==> src/rtl/cndm_micro_pkg.sv <==
// Shared constants for the micro control-init engine: global register
// offsets, AXI-lite response codes and the sequencer state encoding.
package cndm_micro_pkg;

  // Global register block offsets (relative to the global base)
  localparam logic [15:0] CNDM_REG_PORT_COUNT  = 16'h0100;
  localparam logic [15:0] CNDM_REG_PORT_OFFSET = 16'h0104;
  localparam logic [15:0] CNDM_REG_PORT_STRIDE = 16'h0108;

  // AXI-lite response codes
  localparam logic [1:0] AXI_RESP_OKAY   = 2'b00;
  localparam logic [1:0] AXI_RESP_SLVERR = 2'b10;

  // Sequencer states
  typedef logic [2:0] cndm_state_t;
  localparam cndm_state_t ST_IDLE    = 3'd0;
  localparam cndm_state_t ST_RD_REQ  = 3'd1;
  localparam cndm_state_t ST_RD_RESP = 3'd2;
  localparam cndm_state_t ST_CHECK   = 3'd3;
  localparam cndm_state_t ST_WR_REQ  = 3'd4;
  localparam cndm_state_t ST_WR_RESP = 3'd5;
  localparam cndm_state_t ST_FIN     = 3'd6;

endpackage

==> src/rtl/taxi_axil_if.sv <==
// Minimal AXI-lite interface with split read/write master and slave views.
// Handshake rule on every channel: a transfer happens on the rising clock
// edge where valid and ready are both high; a source holds valid and its
// payload stable until that edge, and ready may rise before, with, or after
// valid.
interface taxi_axil_if #(
  parameter int DATA_W = 32,
  parameter int ADDR_W = 32,
  parameter int STRB_W = DATA_W / 8
) ();
  logic [ADDR_W-1:0] awaddr;
  logic [2:0]        awprot;
  logic              awvalid;
  logic              awready;
  logic [DATA_W-1:0] wdata;
  logic [STRB_W-1:0] wstrb;
  logic              wvalid;
  logic              wready;
  logic [1:0]        bresp;
  logic              bvalid;
  logic              bready;
  logic [ADDR_W-1:0] araddr;
  logic [2:0]        arprot;
  logic              arvalid;
  logic              arready;
  logic [DATA_W-1:0] rdata;
  logic [1:0]        rresp;
  logic              rvalid;
  logic              rready;

  modport wr_mst (
    output awaddr, awprot, awvalid, wdata, wstrb, wvalid, bready,
    input  awready, wready, bresp, bvalid
  );

  modport rd_mst (
    output araddr, arprot, arvalid, rready,
    input  arready, rdata, rresp, rvalid
  );

  modport wr_slv (
    input  awaddr, awprot, awvalid, wdata, wstrb, wvalid, bready,
    output awready, wready, bresp, bvalid
  );

  modport rd_slv (
    input  araddr, arprot, arvalid, rready,
    output arready, rdata, rresp, rvalid
  );
endinterface

==> src/rtl/cndm_micro_ctrl_init.sv <==
// Self-init engine: on start, reads port count/offset/stride from the global
// register block, then writes wr_data to REG_OFF inside every port window.
// At most one AXI-lite transaction is ever outstanding.
module cndm_micro_ctrl_init
  import cndm_micro_pkg::*;
#(
  parameter int          MAX_PORTS = 8,
  parameter logic [15:0] REG_OFF   = 16'h0100,
  parameter logic [15:0] GLB_BASE  = 16'h0000
) (
  input  logic        clk,
  input  logic        rst,
  taxi_axil_if.wr_mst m_axil_wr,
  taxi_axil_if.rd_mst m_axil_rd,
  input  logic        start,
  input  logic [31:0] wr_data,
  output logic        busy,
  output logic        done,
  output logic        error,
  output logic [31:0] port_count,
  output logic [31:0] port_offset,
  output logic [31:0] port_stride,
  output cndm_state_t dbg_state
);

  localparam int AW = m_axil_wr.ADDR_W;

  cndm_state_t   r_state;
  logic [1:0]    r_idx;
  logic          r_aw_done;
  logic          r_w_done;
  logic [31:0]   r_wr_data;
  logic [31:0]   r_port;
  logic [31:0]   r_count;
  logic [31:0]   r_offset;
  logic [31:0]   r_stride;
  logic [AW-1:0] r_addr_acc;
  logic          r_error;

  logic w_arvalid;
  logic w_awvalid;
  logic w_wvalid;
  logic w_ar_hs;
  logic w_r_hs;
  logic w_aw_ok;
  logic w_w_ok;
  logic w_b_hs;

  // Valids are decoded from state so a reset drops them on the next cycle.
  // AW and W are tracked separately: each stays up until its own handshake.
  assign w_arvalid = (r_state == ST_RD_REQ);
  assign w_awvalid = (r_state == ST_WR_REQ) && !r_aw_done;
  assign w_wvalid  = (r_state == ST_WR_REQ) && !r_w_done;
  assign w_ar_hs   = w_arvalid && m_axil_rd.arready;
  assign w_r_hs    = (r_state == ST_RD_RESP) && m_axil_rd.rvalid;
  assign w_aw_ok   = r_aw_done || (w_awvalid && m_axil_wr.awready);
  assign w_w_ok    = r_w_done || (w_wvalid && m_axil_wr.wready);
  assign w_b_hs    = (r_state == ST_WR_RESP) && m_axil_wr.bvalid;

  // Read channel: global register index 0..2 maps to consecutive words
  assign m_axil_rd.araddr  = AW'(GLB_BASE) + AW'(CNDM_REG_PORT_COUNT) + AW'({r_idx, 2'b00});
  assign m_axil_rd.arprot  = 3'b000;
  assign m_axil_rd.arvalid = w_arvalid;
  assign m_axil_rd.rready  = (r_state == ST_RD_RESP);

  // Write channel: address comes from the running accumulator
  assign m_axil_wr.awaddr  = r_addr_acc;
  assign m_axil_wr.awprot  = 3'b000;
  assign m_axil_wr.awvalid = w_awvalid;
  assign m_axil_wr.wdata   = r_wr_data;
  assign m_axil_wr.wstrb   = '1;
  assign m_axil_wr.wvalid  = w_wvalid;
  assign m_axil_wr.bready  = (r_state == ST_WR_RESP);

  assign busy        = (r_state != ST_IDLE);
  assign done        = (r_state == ST_FIN);
  assign error       = r_error;
  assign port_count  = r_count;
  assign port_offset = r_offset;
  assign port_stride = r_stride;
  assign dbg_state   = r_state;

  // Sequencer: three global reads, range check, then one write per port
  always_ff @(posedge clk) begin
    if (rst) begin
      r_state    <= ST_IDLE;
      r_idx      <= 2'd0;
      r_aw_done  <= 1'b0;
      r_w_done   <= 1'b0;
      r_wr_data  <= 32'd0;
      r_port     <= 32'd0;
      r_count    <= 32'd0;
      r_offset   <= 32'd0;
      r_stride   <= 32'd0;
      r_addr_acc <= '0;
      r_error    <= 1'b0;
    end else begin
      case (r_state)
        ST_IDLE: begin
          if (start) begin
            r_wr_data <= wr_data;
            r_error   <= 1'b0;
            r_idx     <= 2'd0;
            r_state   <= ST_RD_REQ;
          end
        end
        ST_RD_REQ: begin
          if (w_ar_hs) r_state <= ST_RD_RESP;
        end
        ST_RD_RESP: begin
          if (w_r_hs) begin
            // Data is kept even on an error response
            case (r_idx)
              2'd0:    r_count  <= m_axil_rd.rdata;
              2'd1:    r_offset <= m_axil_rd.rdata;
              default: r_stride <= m_axil_rd.rdata;
            endcase
            if (m_axil_rd.rresp != AXI_RESP_OKAY) begin
              r_error <= 1'b1;
              r_state <= ST_FIN;
            end else if (r_idx == 2'd2) begin
              r_state <= ST_CHECK;
            end else begin
              r_idx   <= r_idx + 2'd1;
              r_state <= ST_RD_REQ;
            end
          end
        end
        ST_CHECK: begin
          if (r_count == 32'd0) begin
            r_state <= ST_FIN;
          end else if (r_count > 32'(MAX_PORTS)) begin
            r_error <= 1'b1;
            r_state <= ST_FIN;
          end else begin
            r_addr_acc <= AW'(r_offset) + AW'(REG_OFF);
            r_port     <= 32'd0;
            r_state    <= ST_WR_REQ;
          end
        end
        ST_WR_REQ: begin
          if (w_aw_ok && w_w_ok) begin
            r_aw_done <= 1'b0;
            r_w_done  <= 1'b0;
            r_state   <= ST_WR_RESP;
          end else begin
            r_aw_done <= w_aw_ok;
            r_w_done  <= w_w_ok;
          end
        end
        ST_WR_RESP: begin
          if (w_b_hs) begin
            if (m_axil_wr.bresp != AXI_RESP_OKAY) begin
              r_error <= 1'b1;
              r_state <= ST_FIN;
            end else begin
              // Stride accumulation replaces a port*stride multiply
              r_addr_acc <= r_addr_acc + AW'(r_stride);
              if (r_port == r_count - 32'd1) begin
                r_state <= ST_FIN;
              end else begin
                r_port  <= r_port + 32'd1;
                r_state <= ST_WR_REQ;
              end
            end
          end
        end
        ST_FIN: begin
          r_state <= ST_IDLE;
        end
        default: begin
          r_state <= ST_IDLE;
        end
      endcase
    end
  end

endmodule

==> src/flat_wrapper.sv <==
// flat-port wrapper written by rule: the top's interface ports become plain ports
module cndm_micro_ctrl_init_flat import cndm_micro_pkg::*;
#(
  parameter int          MAX_PORTS = 8,
  parameter logic [15:0] REG_OFF   = 16'h0100,
  parameter logic [15:0] GLB_BASE  = 16'h0000
)
  (clk, rst, start, wr_data, busy, done, error, port_count, port_offset, port_stride, dbg_state, m_axil_wr_awaddr, m_axil_wr_awprot, m_axil_wr_awvalid, m_axil_wr_wdata, m_axil_wr_wstrb, m_axil_wr_wvalid, m_axil_wr_bready, m_axil_wr_awready, m_axil_wr_wready, m_axil_wr_bresp, m_axil_wr_bvalid, m_axil_rd_araddr, m_axil_rd_arprot, m_axil_rd_arvalid, m_axil_rd_rready, m_axil_rd_arready, m_axil_rd_rdata, m_axil_rd_rresp, m_axil_rd_rvalid);
  taxi_axil_if #(.DATA_W(32), .ADDR_W(32)) m_axil_wr_i ();
  taxi_axil_if #(.DATA_W(32), .ADDR_W(32)) m_axil_rd_i ();
  input  logic clk;
  input  logic rst;
  input  logic start;
  input  logic [31:0] wr_data;
  output logic busy;
  output logic done;
  output logic error;
  output logic [31:0] port_count;
  output logic [31:0] port_offset;
  output logic [31:0] port_stride;
  output cndm_state_t dbg_state;
  output wire logic [$bits(m_axil_wr_i.awaddr)-1:0] m_axil_wr_awaddr;
  output wire logic [$bits(m_axil_wr_i.awprot)-1:0] m_axil_wr_awprot;
  output wire logic [$bits(m_axil_wr_i.awvalid)-1:0] m_axil_wr_awvalid;
  output wire logic [$bits(m_axil_wr_i.wdata)-1:0] m_axil_wr_wdata;
  output wire logic [$bits(m_axil_wr_i.wstrb)-1:0] m_axil_wr_wstrb;
  output wire logic [$bits(m_axil_wr_i.wvalid)-1:0] m_axil_wr_wvalid;
  output wire logic [$bits(m_axil_wr_i.bready)-1:0] m_axil_wr_bready;
  input wire logic [$bits(m_axil_wr_i.awready)-1:0] m_axil_wr_awready;
  input wire logic [$bits(m_axil_wr_i.wready)-1:0] m_axil_wr_wready;
  input wire logic [$bits(m_axil_wr_i.bresp)-1:0] m_axil_wr_bresp;
  input wire logic [$bits(m_axil_wr_i.bvalid)-1:0] m_axil_wr_bvalid;
  output wire logic [$bits(m_axil_rd_i.araddr)-1:0] m_axil_rd_araddr;
  output wire logic [$bits(m_axil_rd_i.arprot)-1:0] m_axil_rd_arprot;
  output wire logic [$bits(m_axil_rd_i.arvalid)-1:0] m_axil_rd_arvalid;
  output wire logic [$bits(m_axil_rd_i.rready)-1:0] m_axil_rd_rready;
  input wire logic [$bits(m_axil_rd_i.arready)-1:0] m_axil_rd_arready;
  input wire logic [$bits(m_axil_rd_i.rdata)-1:0] m_axil_rd_rdata;
  input wire logic [$bits(m_axil_rd_i.rresp)-1:0] m_axil_rd_rresp;
  input wire logic [$bits(m_axil_rd_i.rvalid)-1:0] m_axil_rd_rvalid;
  assign m_axil_wr_awaddr = m_axil_wr_i.awaddr;
  assign m_axil_wr_awprot = m_axil_wr_i.awprot;
  assign m_axil_wr_awvalid = m_axil_wr_i.awvalid;
  assign m_axil_wr_wdata = m_axil_wr_i.wdata;
  assign m_axil_wr_wstrb = m_axil_wr_i.wstrb;
  assign m_axil_wr_wvalid = m_axil_wr_i.wvalid;
  assign m_axil_wr_bready = m_axil_wr_i.bready;
  assign m_axil_wr_i.awready = m_axil_wr_awready;
  assign m_axil_wr_i.wready = m_axil_wr_wready;
  assign m_axil_wr_i.bresp = m_axil_wr_bresp;
  assign m_axil_wr_i.bvalid = m_axil_wr_bvalid;
  assign m_axil_rd_araddr = m_axil_rd_i.araddr;
  assign m_axil_rd_arprot = m_axil_rd_i.arprot;
  assign m_axil_rd_arvalid = m_axil_rd_i.arvalid;
  assign m_axil_rd_rready = m_axil_rd_i.rready;
  assign m_axil_rd_i.arready = m_axil_rd_arready;
  assign m_axil_rd_i.rdata = m_axil_rd_rdata;
  assign m_axil_rd_i.rresp = m_axil_rd_rresp;
  assign m_axil_rd_i.rvalid = m_axil_rd_rvalid;
  cndm_micro_ctrl_init #(.MAX_PORTS(MAX_PORTS), .REG_OFF(REG_OFF), .GLB_BASE(GLB_BASE)) u_core (.clk(clk), .rst(rst), .m_axil_wr(m_axil_wr_i), .m_axil_rd(m_axil_rd_i), .start(start), .wr_data(wr_data), .busy(busy), .done(done), .error(error), .port_count(port_count), .port_offset(port_offset), .port_stride(port_stride), .dbg_state(dbg_state));
endmodule
==> config.mk <==
export PLATFORM = sky130hd
export DESIGN_NAME = cndm_micro_ctrl_init_flat
export DESIGN_NICKNAME = d
export VERILOG_FILES = /design/src/rtl/cndm_micro_pkg.sv /design/src/rtl/taxi_axil_if.sv /design/src/rtl/cndm_micro_ctrl_init.sv /design/src/flat_wrapper.sv
export SDC_FILE = /design/constraint.sdc
export NUM_CORES = 1
export LEC_CHECK = 0
export BUFFER_PORTS_ARGS = -buffer_cell sky130_fd_sc_hd__buf_2
export CAP_MARGIN = 40
export CORE_AREA = 2 2 145 147
export DETAILED_ROUTE_END_ITERATION = 10
export DIE_AREA = 0 0 147 149
export GPL_ROUTABILITY_DRIVEN = 0
export PLACE_DENSITY = 0.84
export SYNTH_ARGS = -nofsm -noshare
export SYNTH_HDL_FRONTEND = slang
export SYNTH_SLANG_ARGS = --single-unit
export TNS_END_PERCENT = 5
==> constraint.sdc <==
create_clock -name clk -period 7.75 [get_ports clk]
set_clock_uncertainty 0.05 [all_clocks]
set_input_delay 0 -clock clk [delete_from_list [all_inputs] [get_ports clk]]
set_output_delay 0 -clock clk [all_outputs]
set_load 0.02 [all_outputs]
* Word-level counts from Yosys, hierarchy flattened *
Index checks and enable logic that the tools add are counted.
Widths: inputs -> output; s select.

operators by class
  $add $sub $neg = 6
  multiply operators = 0
  div/mod/pow operators = 0
  order comparisons = 1
  eq/ne operators = 23
  shift operators = 0
  multiplexer cells = 38
  bitwise logic cells = 1
  reduce and logical (&&, ||, !) cells = 31

operators by type and width
  operator               number
  $mux 32                9
  $pmux 32 s2            2
  $add 32x1->32 const B  1
  $add 32x32->32         1
  $add 32x9->32 const B  1
  $eq 32x32->1           1
  $gt 32x4->1 const B    1
  $logic_not 32->1       1
  $sub 32x1->32 const B  1
  $mux 3                 8
  $ne 2x2->1 const B     9
  $pmux 3 s6             1
  $reduce_and 5->1       3
  $mux 2                 7
  $add 9x4->10 const A   1
  $ne 2x1->1 const B     5
  $eq 3x3->1 const B     3
  $mux 1                 9
  $reduce_and 3->1       3
  $logic_and 1x1->1      8
  $reduce_and 8->1       1
  $reduce_bool 2->1      4
  $eq 3x2->1 const B     2
  $reduce_and 6->1       1
  15 further kinds       17

storage, ports and cells
  register bits after elaboration = 200
  bits in latches = 0
  RAM bits = 0
  memory bits (read-only) = 0
  input port bits = 76
  output and inout bits = 213
  word-level logic and storage cells = 111
  memories kept = 0

* Logic depth before layout (Yosys ltp) *
  depth after elaboration = 7
  gate-level depth with buffers = 16
  mapped depth without buffers = 12

* Worst setup path after synthesis *
Ideal clock, no wire load.

  path type = register to register
  start point = reg u_core.r_count[0] (netlist: u_core.port_count[0])
  end point = reg u_core.r_port[3]
  library setup time = 132 ps
  arrival time = 3593 ps
  required time = 7568 ps
  setup slack = 3975 ps
  stages on the path, launching flop included = 16
  buffers on the path = 4
  clock period less this slack = 3775 ps
  cells stage by stage = dfxtp_1 inv_1 ha_1 or3b_2 or4_4 buf_6 or3_1 o22a_1 o22a_1 a2111oi_2 and3_1 buf_6 buf_6 buf_6 mux2i_1 a21oi_1

between the ends
  word-level cells in the longest chain between the ends = 4
  elaborated cells between the ends (all ways) = 8
  those cells by class = 1 x add/sub; 1 x order compare; 4 x eq/ne; 2 x reduce/logical

RTL lines
  element                                line                         RTL
  start, declared                        cndm_micro_ctrl_init.sv:34   logic [31:0] r_count;
  start signal, assigned                 cndm_micro_ctrl_init.sv:114  2'd0: r_count <= m_axil_rd.rdata;
  $sub 32x1->32                          cndm_micro_ctrl_init.sv:159  if (r_port == r_count - 32'd1) begin
  $eq 32x32->1                           cndm_micro_ctrl_init.sv:159
  $ne 2x2->1 (no source line)            -
  $reduce_and 6->1 (no source line) (*)  -
  end signal, assigned                   cndm_micro_ctrl_init.sv:162  r_port <= r_port + 32'd1;
  end, declared                          cndm_micro_ctrl_init.sv:33   logic [31:0] r_port;

Every way passes the cells marked *; elsewhere a longest branch is shown, timed or not.
A chain may end at the register's enable or synchronous reset.

* Worst setup path after layout *
  start point = reg u_core.r_count[0] (netlist: u_core.port_count[0])
  end point = reg u_core.r_state[1] (netlist: u_core.dbg_state[1])

between the ends
  word-level cells in the longest chain between the ends = 6
  elaborated cells between the ends (all ways) = 10
  those cells by class = 1 x add/sub; 1 x order compare; 1 x eq/ne; 6 x mux; 1 x reduce/logical

RTL lines
  element               line                         RTL
  $sub 32x1->32         cndm_micro_ctrl_init.sv:159
  $eq 32x32->1          cndm_micro_ctrl_init.sv:159
  $mux 2                cndm_micro_ctrl_init.sv:159
  $mux 3                cndm_micro_ctrl_init.sv:153  if (m_axil_wr.bresp != AXI_RESP_OKAY) begin
  $mux 3                cndm_micro_ctrl_init.sv:152  if (w_b_hs) begin
  $pmux 3 s6 (*)        cndm_micro_ctrl_init.sv:98   case (r_state)
  end signal, assigned  cndm_micro_ctrl_init.sv:155  r_state <= ST_FIN;
  end signal, assigned  cndm_micro_ctrl_init.sv:160  r_state <= ST_FIN;
  end signal, assigned  cndm_micro_ctrl_init.sv:163  r_state <= ST_WR_REQ;
  end, declared         cndm_micro_ctrl_init.sv:28   cndm_state_t r_state;

Every way passes the cells marked *; elsewhere a longest branch is shown, timed or not. The select of a mux whose other input is x is not followed.

==> run_results.csv <==
group,metric,value,unit
status,status,"complete, no violations",
critical_path,crit_path_start,"u_core.port_count[0]",
layout,nets,1921,
clock_network,clock_latency,0.45,ns
critical_path,cp-end-kind,"flop",
die,io_pins,289,
synth,avgSynthCellArea,7.47,um^2
pwr,p_leak,6.04,nW
synth,synthTopCellsByCount,"nand2_1, a21oi_1, dfxtp_1",
global_routing,grt_pass1_wl,58.3,mm
routing,post_drt_via_cell_ratio,5.99,
synth,synthTopCellsByArea,"dfxtp_1, nand2_1, a21oi_1, ha_1, xnor2_1",
placed_design,port_buffers,248,
layout,fin_util,68.7,%
critical_path,critPathKind,"reg2reg",
critical_path,rr_startpoint,"u_core.port_count[0]",
routing,wire_per_inst,17.6,um
synth,yosysMostFrequentCell,"nand2_1",
timing,maxSlewViolCount,0,
critical_path,path_max_fanout,45,
synth,yosysSeqAreaShare,34.7,%
layout,regArea,4000,um^2
pwr,pwr-share-clk,28.4,%
layout,antennaDiodeCount,0,
timing,setup_viol_count_final,0,
hold_path,min-delay-path-class,"in2reg",
synth,yosysTopAreaCell,"dfxtp_1",
die,start_util,56.1,%
timing,hold_violations,0,
layout,drive_above_1_share,17.5,%
global_routing,grt_pass1_vias,11500,
clock_network,root_buffer,"clkbuf_16",
die,dieArea,21900,um^2
critical_path,worst-r2r-setup-slack,3.52,ns
pwr,switchingPower,0.00123,W
die,core_area,20600,um^2
clock_network,tritoncts,"done",
clock_network,clock_path_buffers,2,
clock_network,path_clk_slew,0.08,ns
global_routing,grtUsageTotal,32.7,%
global_routing,grt.overflow.total,0,
pwr,p_per_area,225,nW/um^2
die,fp.dieH,149,um
pwr,vdd_drop_max,0.159,mV
synth,synth_warnings,0,
synth,synthArstFlopShare,0,%
routing,ant_nets,0,
routing,drt_first_pass_iters,6,
clock_network,cts_buffers,17,
synth,yosys.cell_types.count,71,
routing,route.vias.total,12600,
global_routing,grt_max_degree,86,
critical_path,crit_arrival,4.53,ns
layout,syn_to_final_growth,22.4,%
critical_path,cp.required,8.05,ns
clock_network,cts.sinks,200,
pwr,switching_share,38.6,%
timing,slew_headroom,36.8,%
timing,period_needed,4.23,ns
synth,synth_flop_cell,"dfxtp_1",
timing,finalCritPeriodShare,54.6,%
synth,syn-cell-area,11500,um^2
clock_network,h-tree-depth,4,
flow_run,maxCapViolCount,0,
routing,drt_iter0_markers,1029,
die,rows,53,
placed_design,hpwl,25.2,mm
critical_path,worstSetupEndpoint,"u_core.dbg_state[1]",
critical_path,reg2reg_to,"u_core.dbg_state[1]",
synth,ys_seq_elements,200,
hold_path,worstHoldStart,"start",
routing,wl,36.9,mm
timing,tightest_slew,0.949,ns
pwr,intPower,0.00195,W
layout,multi_input_area,6900,um^2
pwr,p_seq_share,37.0,%
timing,rsz0062_at_grt,"false",
layout,fill_cells,1635,
critical_path,worst-r2r-cell-count,12,
global_routing,antenna_found_initial,0,
pwr,combPwrFrac,34.6,%
die,fp.dieW,147,um
routing,drc,0,
synth,synth_cells,1545,
synth,synth_top_cell_area_share,34.7,%
critical_path,cp-start-kind,"flop",
timing,max_freq,236,MHz
timing,setup_tns,0,ns
synth,synth_edf_count,0,
-- layout by cell type (no fill, tap or decap), drive strengths merged, types with 4 or more instances in the layout --
master,synthesis,routed
a2111oi,5,5
a211oi,14,14
a21o,12,12
a21oi,200,200
a311oi,4,4
a31oi,7,7
and2,10,10
and3,16,16
and4,8,8
buf,52,265
clkbuf,82,17
conb,2,40
dfxtp,200,200
dlygate4sd3,0,73
ha,37,37
inv,23,34
mux2i,19,19
nand2,351,351
nand2b,22,22
nand3,39,39
nand3b,5,5
nand4,17,17
nand4b,4,4
nor2,80,80
nor2b,8,8
nor3,48,48
nor4,19,19
o211ai,11,11
o21a,5,5
o21ai,53,53
o21bai,5,5
o31ai,19,19
o41ai,4,4
or2,8,8
or3,12,12
or4,22,22
xnor2,43,43
xor2,39,39
-- stage by stage --
stage | total power [W] | instance area (um^2) | hold slack, ns | setup slack, ns | instances
after floorplan | 0.00195 | 11700 | 0.0860 | 3.97 | 1583
after global placement | 0.00216 | 12600 | 0.190 | 3.60 | 1980
after detailed placement | 0.00223 | 12800 | 0.197 | 3.65 | 1990
after CTS | 0.00315 | 14100 | 0.0844 | 3.60 | 2095
after global routing | 0.00334 | 14100 | 0.145 | 3.39 | 2095
final | 0.00318 | 14100 | 0.119 | 3.52 | 2095
-- kinds of logic (layout without fill, tap and decap cells) --
family          count (synthesis)  count (layout)  synth area share [%]
buf+inv                       157             394                  6.79
simple gates                  677             677                  27.2
compound gates                369             369                  19.1
fa+ha+maj                      38              38                  4.19
flops                         200             200                  34.7
xor+xnor                       82              82                  6.22
other cells                     2              40                0.0651
mux                            20              20                  1.75
-- layout make-up --
| class | instances | share of cell area, % |
|---|---|---|
| Clock buffer | 17 | 3.01 |
| Clock inverter | 15 | 1.20 |
| Inverter | 23 | 0.611 |
| Multi-Input combinational cell | 1226 | 48.9 |
| Sequential cell | 200 | 28.3 |
| Tap cell | 275 | 2.44 |
| Timing Repair Buffer | 339 | 15.5 |
-- worst max-delay path: stages, from the launching register on --
cell	delay, ns
dfxtp_1	0.36
inv_1	0.08
ha_1	0.25
or3b_2	0.53
or4_4	0.62
nor2_1	0.26
nand4_1	0.12
a2111oi_1	0.59
and4_4	0.33
and3_1	0.14
buf_4	0.38
o21bai_1	0.14
a221oi_2	0.26
-- power groups by stage --
stage	clock network, W	registers, W	logic [W]
floorplan	0	0.00125	0.000694
CTS	0.000914	0.00117	0.00106
finish	0.000904	0.00118	0.00110
global placement	0	0.00119	0.000968
detailed placement	0	0.00119	0.00103
global route	0.000962	0.00119	0.00119
-- registers in the layout, summed over array words and instances (netlist names) --
signal / count
u_core.m_axil_wr.wdata: 32
u_core.port_stride: 32
u_core.dbg_state: 3
u_core.m_axil_wr.awaddr: 32
u_core.error: 1
u_core.port_offset: 32
u_core.r_port: 32
u_core.port_count: 32
u_core.r_w_done: 1
u_core.r_aw_done: 1
u_core.r_idx: 2
-- how the worst min path moves through the flow --
stage	depth (start not counted)	to
2_1_floorplan	2	u_core.port_count[2]
3_3_place_gp	3	u_core.m_axil_wr.wdata[18]
3_5_place_dp	3	u_core.m_axil_wr.wdata[30]
4_1_cts	5	u_core.dbg_state[2]
5_1_grt	2	u_core.m_axil_wr.awaddr[7]
6_report	5	u_core.dbg_state[2]
-- per-layer routing --
layer	GRT usage, %	wire [um]	vias up
met5	0	0	-
met4	14.0	1610	0
met3	7.06	3660	131
met2	54.1	17000	733
met1	41.5	14600	5825
li1	-	-	5869
-- what timing repair did --
item,in CTS,in global routing
setup buffers,0,0
endpoints found under the setup margin,0,0
gates resized for setup,0,0
hold endpoints to repair,135,0
hold buffers,73,0
(Power assumes the default switching activity.)
